`src/rtl/rr_grant_arbiter_16.sv`:
```
// Round-robin arbiter sharing one resource among 16 requesters.
// A 4-bit winner index is registered and the one-hot grant word is driven
// from it. A grant is held until the winner drops its request, enable falls,
// or the MAX_HOLD limit expires. The priority pointer then moves past the winner.
//
// Ports:
//   clk          rising-edge clock
//   reset_n      synchronous active-low reset
//   enable       arbitration enable; low blocks new grants and aborts a held one
//   req[15:0]    request vector, bit k = requester k
//   grant[15:0]  registered one-hot grant, zero when idle
//   grant_id     registered binary index of the current/last winner
//   grant_valid  high while a grant is held (== |grant)
//   timeout      one-cycle pulse when a grant is revoked by MAX_HOLD
module rr_grant_arbiter_16 #(
    parameter int unsigned MAX_HOLD = 16,
    parameter int unsigned CNT_W    = 5
) (
    input  logic        clk,
    input  logic        reset_n,
    input  logic        enable,
    input  logic [15:0] req,
    output logic [15:0] grant,
    output logic [3:0]  grant_id,
    output logic        grant_valid,
    output logic        timeout
);

    localparam int unsigned N   = 16;
    localparam int unsigned IDW = 4;
    // Counter ceiling: MAX_HOLD, or all-ones when the hold time is unlimited.
    localparam logic [CNT_W-1:0] HOLD_SAT = (MAX_HOLD == 0) ? {CNT_W{1'b1}} : CNT_W'(MAX_HOLD);

    typedef enum logic {
        S_IDLE,
        S_GRANT
    } state_t;

    state_t           state_q, state_d;
    logic [N-1:0]     grant_q, grant_d;
    logic [IDW-1:0]   grant_id_q, grant_id_d;
    logic             grant_valid_q, grant_valid_d;
    logic             timeout_q, timeout_d;
    logic [IDW-1:0]   ptr_q, ptr_d;
    logic [CNT_W-1:0] hold_cnt_q, hold_cnt_d;

    logic             win_found_c;
    logic [IDW-1:0]   win_id_c;
    logic [IDW-1:0]   scan_idx_c;
    logic             hold_limit_c;

    // Winner search: first set request scanning ptr, ptr+1, ... modulo 16.
    always_comb begin
        win_found_c = 1'b0;
        win_id_c    = ptr_q;
        scan_idx_c  = ptr_q;
        for (int i = 0; i < N; i++) begin
            scan_idx_c = ptr_q + IDW'(i);
            if (!win_found_c && req[scan_idx_c]) begin
                win_found_c = 1'b1;
                win_id_c    = scan_idx_c;
            end
        end
    end

    assign hold_limit_c = (MAX_HOLD != 0) && (hold_cnt_q == HOLD_SAT);

    // Next-state and output logic.
    always_comb begin
        state_d       = state_q;
        grant_d       = grant_q;
        grant_id_d    = grant_id_q;
        grant_valid_d = grant_valid_q;
        timeout_d     = 1'b0;
        ptr_d         = ptr_q;
        hold_cnt_d    = hold_cnt_q;

        case (state_q)
            S_IDLE: begin
                if (enable && win_found_c) begin
                    state_d             = S_GRANT;
                    grant_id_d          = win_id_c;
                    grant_d             = '0;
                    grant_d[win_id_c]   = 1'b1;
                    grant_valid_d       = 1'b1;
                    hold_cnt_d          = CNT_W'(1);
                end
            end
            S_GRANT: begin
                // Release priority: abort, request dropped, hold limit.
                if (!enable || !req[grant_id_q] || hold_limit_c) begin
                    state_d       = S_IDLE;
                    grant_d       = '0;
                    grant_valid_d = 1'b0;
                    ptr_d         = grant_id_q + IDW'(1);
                    hold_cnt_d    = '0;
                    timeout_d     = enable && req[grant_id_q];
                end else if (hold_cnt_q != HOLD_SAT) begin
                    hold_cnt_d = hold_cnt_q + CNT_W'(1);
                end
            end
            default: begin
                state_d = S_IDLE;
            end
        endcase
    end

    // State and output registers with synchronous reset.
    always_ff @(posedge clk) begin
        if (!reset_n) begin
            state_q       <= S_IDLE;
            grant_q       <= '0;
            grant_id_q    <= '0;
            grant_valid_q <= 1'b0;
            timeout_q     <= 1'b0;
            ptr_q         <= '0;
            hold_cnt_q    <= '0;
        end else begin
            state_q       <= state_d;
            grant_q       <= grant_d;
            grant_id_q    <= grant_id_d;
            grant_valid_q <= grant_valid_d;
            timeout_q     <= timeout_d;
            ptr_q         <= ptr_d;
            hold_cnt_q    <= hold_cnt_d;
        end
    end

    assign grant       = grant_q;
    assign grant_id    = grant_id_q;
    assign grant_valid = grant_valid_q;
    assign timeout     = timeout_q;

endmodule

```
`config.mk`:
```
export PLATFORM = sky130hd
export DESIGN_NAME = rr_grant_arbiter_16
export DESIGN_NICKNAME = d
export VERILOG_FILES = /design/src/rtl/rr_grant_arbiter_16.sv
export SDC_FILE = /design/constraint.sdc
export NUM_CORES = 1
export LEC_CHECK = 0
export BUFFER_PORTS_ARGS = -buffer_cell sky130_fd_sc_hd__buf_2
export CORE_ASPECT_RATIO = 1.1
export CORE_UTILIZATION = 35
export CTS_CLUSTER_DIAMETER = 150
export DETAILED_ROUTE_END_ITERATION = 7
export PLACE_DENSITY_LB_ADDON = 0.1
export SETUP_SLACK_MARGIN = 0.05
export SLEW_MARGIN = 25
export SYNTH_ARGS = -nofsm -noshare
export SYNTH_HDL_FRONTEND = slang
export SYNTH_SLANG_ARGS = --single-unit
```
`constraint.sdc`:
```
create_clock -name clk -period 8.2 [get_ports clk]
set_input_delay 0.41 -clock clk [delete_from_list [all_inputs] [get_ports clk]]
set_output_delay 0.41 -clock clk [all_outputs]
set_load 0.01 [all_outputs]
```
## Word-level counts from Yosys, hierarchy flattened

Index checks and enable logic that the tools add are counted.

- Add/subtract/negate cells: 17
- Order comparisons: 19
- Equality and inequality tests: 5
- Mux-type cells: 80
- Bitwise gates (word level): 1
- Reduce and logical (&&, ||, !) cells: 42

Operators by type and width:

| kind | number |
|---|---|
| $lt 4x5->1 const B | 18 |
| $bmux 1 s4 | 17 |
| $mux 4 | 15 |
| $mux 1 | 38 |
| $add 4x4->4 const B | 8 |
| $mux 16 | 2 |
| $pmux 16 s2 | 1 |
| $logic_and 1x1->1 | 18 |
| $logic_not 1->1 | 17 |
| $add 4x3->4 const B | 4 |
| $mux 5 | 3 |
| $pmux 5 s2 | 1 |
| $add 4x1->4 const B | 2 |
| $add 4x2->4 const B | 2 |
| $reduce_and 2->1 | 4 |
| $add 5x1->5 const B | 1 |
| $eq 5x5->1 const B | 1 |
| $ne 5x5->1 const B | 1 |
| $demux 1 s4 | 1 |
| $ge 4x1->1 const B | 1 |
| $pmux 1 s2 | 2 |
| $ne 3x1->1 const B | 1 |
| $reduce_and 3->1 | 1 |
| $logic_or 1x1->1 | 2 |
| 3 further kinds | 3 |

- Flip-flop bits (word level): 32
- Input port bits: 19
- Word-level logic and storage cells: 171

## Depth between registers and ports, before layout

- Depth in word-level cells: 54
- Depth in mapped cells: 17
- Gate-level depth less buffers: 12

## Worst setup path before layout

Ideal clock, no wire load.

- Path type: reg2reg
- Start point: register ptr_q[1]
- End point: register grant_q[5] (netlist: grant[5])
- Setup time: 0.067 ns
- Data arrival time: 4.099 ns
- Required time: 8.133 ns
- Slack: 4.034 ns
- Stages on the path, launching flop included: 15
- Buffers on the path: 3
- Clock period less this slack: 4.166 ns
- Path through: dfxtp_1 buf_2 inv_1 ha_1 buf_6 buf_8 mux2_4 mux2_2 mux4_2 or3_1 o31a_1 and3_4 or4_4 o21bai_4 o21ai_2

- Word-level cells in the longest chain between the ends: 54

Ends and longest elaborated chain:

| item | line | RTL |
|---|---|---|
| from (decl) | 44 | `logic [IDW-1:0] ptr_q, ptr_d;` |
| from (signal assigned) | 124 | `ptr_q <= ptr_d;` |
| branches (longest 54 deep; another with $add 4x1->4) | -- |  |
| to (signal assigned) | 120 | `grant_q <= grant_d;` |
| to (decl) | 40 | `logic [N-1:0] grant_q, grant_d;` |

Parallel ways; which one is timed is not known. The select of a mux whose other input is x is not followed.
A chain may end at the register's enable or synchronous reset.

## Final worst setup path

- Start point: register ptr_q[1]
- End point: register grant_q[8] (netlist: grant[8])

Same word-level chain as after synthesis.

==> flow_metrics.env <==
export IMPL_status="complete, no violations"
export IMPL_p_int_uw=561
export IMPL_dieArea_sq_mm=0.0120
export IMPL_viasPerCell=6.21
export IMPL_nFillCells=1177
export IMPL_synth_cells=469
export IMPL_period_share_pct=65.2
export IMPL_rr_worst_depth=13
export IMPL_postCtsHoldBufs=0
export IMPL_critical_path_buf_inv_count=2
export IMPL_hold_depth=2
export IMPL_dpl_cell_area_sq_mm=0.00433
export IMPL_area_growth_pct=10.7
export IMPL_hp_class="in2reg"
export IMPL_synth_distinct_cells=81
export IMPL_cts_root_buf="clkbuf_16"
export IMPL_clock_path_buffers=2
export IMPL_nets=523
export IMPL_antennaDiodeCount=0
export IMPL_crit_chain="buf_4 > inv_1 > ha_1 > mux2_2 > mux4_2 > and2_1 > a21oi_1 > nand4_2 > o41a_1 > nand2b_1 > nor2_1 > nor4b_4 > a22o_1"
export IMPL_wl_per_cell_microns=19.9
export IMPL_synthTopCellsByCount="nor2_1 (45), nand2_1 (36), mux2i_1 (34)"
export IMPL_finalSetupViolations=0
export IMPL_fin_crit_ns=5.35
export IMPL_grt_overflow=0
export IMPL_dp_hpwl_microns=9830
export IMPL_path_delay_family="compound AO/OA/AOI/OAI gates"
export IMPL_grt_usage_pct=21.3
export IMPL_vdd_drop_max_v=0.000111
export IMPL_start_util_pct=36.6
export IMPL_critPathLaunchType="flop"
export IMPL_timing_slew_headroom_pct=33.8
export IMPL_grt_max_degree=33
export IMPL_clk_pin_slew_ns=0.05
export IMPL_tightest_slew_ns=0.966
export IMPL_first_pass_iters=5
export IMPL_portBuffers=40
export IMPL_power_density_mw_per_mm2=236
export IMPL_io_pins=41
export IMPL_cts_setup_buffers=0
export IMPL_syn_area_sq_mm=0.00406
export IMPL_vias=3986
export IMPL_grt_pass1_vias=3617
export IMPL_gp_congestion=0.905
export IMPL_die_h_microns=115
export IMPL_drive_above_1_share_pct=23.6
export IMPL_antenna_found_initial=0
export IMPL_cp_arrival_ns=5.52
export IMPL_reg2reg_slack_ns=2.85
export IMPL_synthArstFlopShare_pct=0
export IMPL_yosysMostFrequentCell="nor2_1"
export IMPL_fmax_mhz=187
export IMPL_cts_buffers=5
export IMPL_final_antenna_net_count=0
export IMPL_end_kind="flop"
export IMPL_power_frac_clock_pct=19.6
export IMPL_finalMaxSlewViolations=0
export IMPL_p_seq_share_pct=17.3
export IMPL_timing_rr_start="ptr_q[1]"
export IMPL_drt_iter0_markers=304
export IMPL_finalHoldViolations=0
export IMPL_r2r_end="grant[8]"
export IMPL_switchingPower_uw=500
export IMPL_ys_ff_latch=32
export IMPL_hp_start="reset_n"
export IMPL_synth_area_leaders="dfxtp_1 (16%), mux4_2 (13%), mux2i_1 (8.4%), mux2_2 (5.3%), nor2_1 (4.2%)"
export IMPL_num_rows=40
export IMPL_cp_max_fo=32
export IMPL_yosys_area_top_type="dfxtp_1"
export IMPL_switching_share_pct=47.1
export IMPL_die_w_microns=105
export IMPL_crit_slowest_cell="ha_1"
export IMPL_ctsResizeCount=0
export IMPL_syn_num_nets=498
export IMPL_clkSinkCount=32
export IMPL_cts_tree="built"
export IMPL_final_cell_area_sq_mm=0.00450
export IMPL_synth_main_ff_cell="dfxtp_1"
export IMPL_holdPathEnd="grant_id[1]"
export IMPL_htreeDepth=2
export IMPL_tns_ns=0
export IMPL_skew_ns=0.00313
export IMPL_yosysSeqAreaShare_pct=15.8
export IMPL_synth_edf_count=0
export IMPL_grt_setup_unrepaired="no"
export IMPL_leakage_uw=0.00164
export IMPL_pwr_share_comb_pct=63.1
export IMPL_ys_warn_count=0
export IMPL_slowest_delay_ns=0.92
export IMPL_drv_cap=0
export IMPL_syn_avg_cell_area_sq_um=8.66
export IMPL_worst_ep_required_time_ns=8.37
export IMPL_core_sq_mm=0.0111
export IMPL_clock_latency_ns=0.27
export IMPL_critical_path_class="reg2reg"
export IMPL_grt_pass1_wl_microns=20100
export IMPL_drc=0
export IMPL_routed_wl_microns=12800
export IMPL_netlist_area_leader_share_pct=15.8
==> power by group through the flow <==
stage	Clock (uW)	Sequential, uW	Combinational, uW
floorplan	0	186	503
CTS	213	184	658
finish	208	184	670
detailed placement	0	187	655
global placement	0	187	666
global route	221	186	722
==> layout make-up <==
type / instances / area (sq um) / share of cell area (%)
clock buffers: 6 / 129 / 2.87
clock inverters: 2 / 35.0 / 0.779
inverters: 11 / 41.3 / 0.918
multi-input cells: 400 / 3240 / 72.0
flip-flops and latches: 32 / 641 / 14.2
well taps: 147 / 184 / 4.09
repair buffers: 44 / 230 / 5.12
==> kinds of logic (layout without fill, tap and decap cells) <==
kind of cell,after synthesis,after routing,synth area share [%]
AO/OA/AOI/OAI,123,123,22.6
XOR/XNOR,15,15,3.23
adder cells (fa/ha/maj),10,10,3.08
buffers and inverters,37,63,4.56
flip-flops,32,32,15.8
multiplexers,77,77,26.8
AND/OR/NAND/NOR,175,175,24.0
==> how the worst max path moves through the flow <==
stage / startpoint / end / slack [ns] / cells past startpoint
final: ptr_q[1] / grant[8] / 2.85 / 13
after global routing: ptr_q[1] / grant[8] / 2.56 / 13
after CTS: ptr_q[1] / grant[8] / 2.89 / 13
after detailed placement: ptr_q[1] / grant[8] / 2.91 / 13
after global placement: ptr_q[1] / grant[8] / 2.95 / 13
after floorplan: ptr_q[1] / grant[5] / 4.03 / 14
==> registers in the layout (all words and copies together) (netlist names) <==
register	cells
grant	16
grant_id	4
grant_valid	1
hold_cnt_q	5
ptr_q	4
state_q	1
timeout	1
==> metal layers <==
metal | share of wire (%) | GRT usage (%)
met5 | 0 | 0
met4 | 4.2 | 10.1
met3 | 6.8 | 3.51
met2 | 45 | 33.6
met1 | 44 | 28.6
==> cell usage in the layout, fill, tap and decap left out, types with 4 or more instances in the layout <==
cell / netlist / final
a211oi_1: 9 / 9
a21oi_1: 20 / 20
a22o_1: 9 / 9
a22oi_1: 4 / 4
a31oi_1: 5 / 5
and2_1: 7 / 7
and3_1: 5 / 5
buf_2: 10 / 40
buf_4: 2 / 4
clkbuf_16: 0 / 5
dfxtp_1: 32 / 32
ha_1: 10 / 10
inv_1: 8 / 8
mux2_2: 19 / 19
mux2i_1: 34 / 34
mux4_2: 23 / 23
nand2_1: 36 / 36
nand2b_1: 10 / 10
nand3_1: 11 / 11
nand4_1: 5 / 5
nor2_1: 45 / 45
nor2b_1: 9 / 9
nor3_1: 13 / 13
o21ai_0: 16 / 16
o21ai_1: 6 / 6
o21ai_2: 4 / 4
or3_1: 9 / 9
xnor2_1: 10 / 10
xor2_1: 5 / 5
==> per-stage QoR <==
stage               instances  worst slack [ns]  util, %  total power, uW  hold slack (ns)
floorplan                 469              4.03        -              688            0.458
global placement          634              2.95     39.0              853            0.435
CTS                       642              2.89     40.5             1060            0.384
global route              642              2.56     40.5             1130            0.387
detailed placement        634              2.91     39.0              842            0.439
finish                    642              2.85     40.5             1060            0.381
==> worst reg2reg max path, cell delays in order (launching register included) <==
cell and delay (ns):
dfxtp_1 0.30, buf_4 0.36, inv_1 0.26, ha_1 0.92
mux2_2 0.44, mux4_2 0.48, and2_1 0.23, a21oi_1 0.49
nand4_2 0.40, o41a_1 0.58, nand2b_1 0.26, nor2_1 0.12
nor4b_4 0.18, a22o_1 0.21
Power figures use the tool's default switching activity.
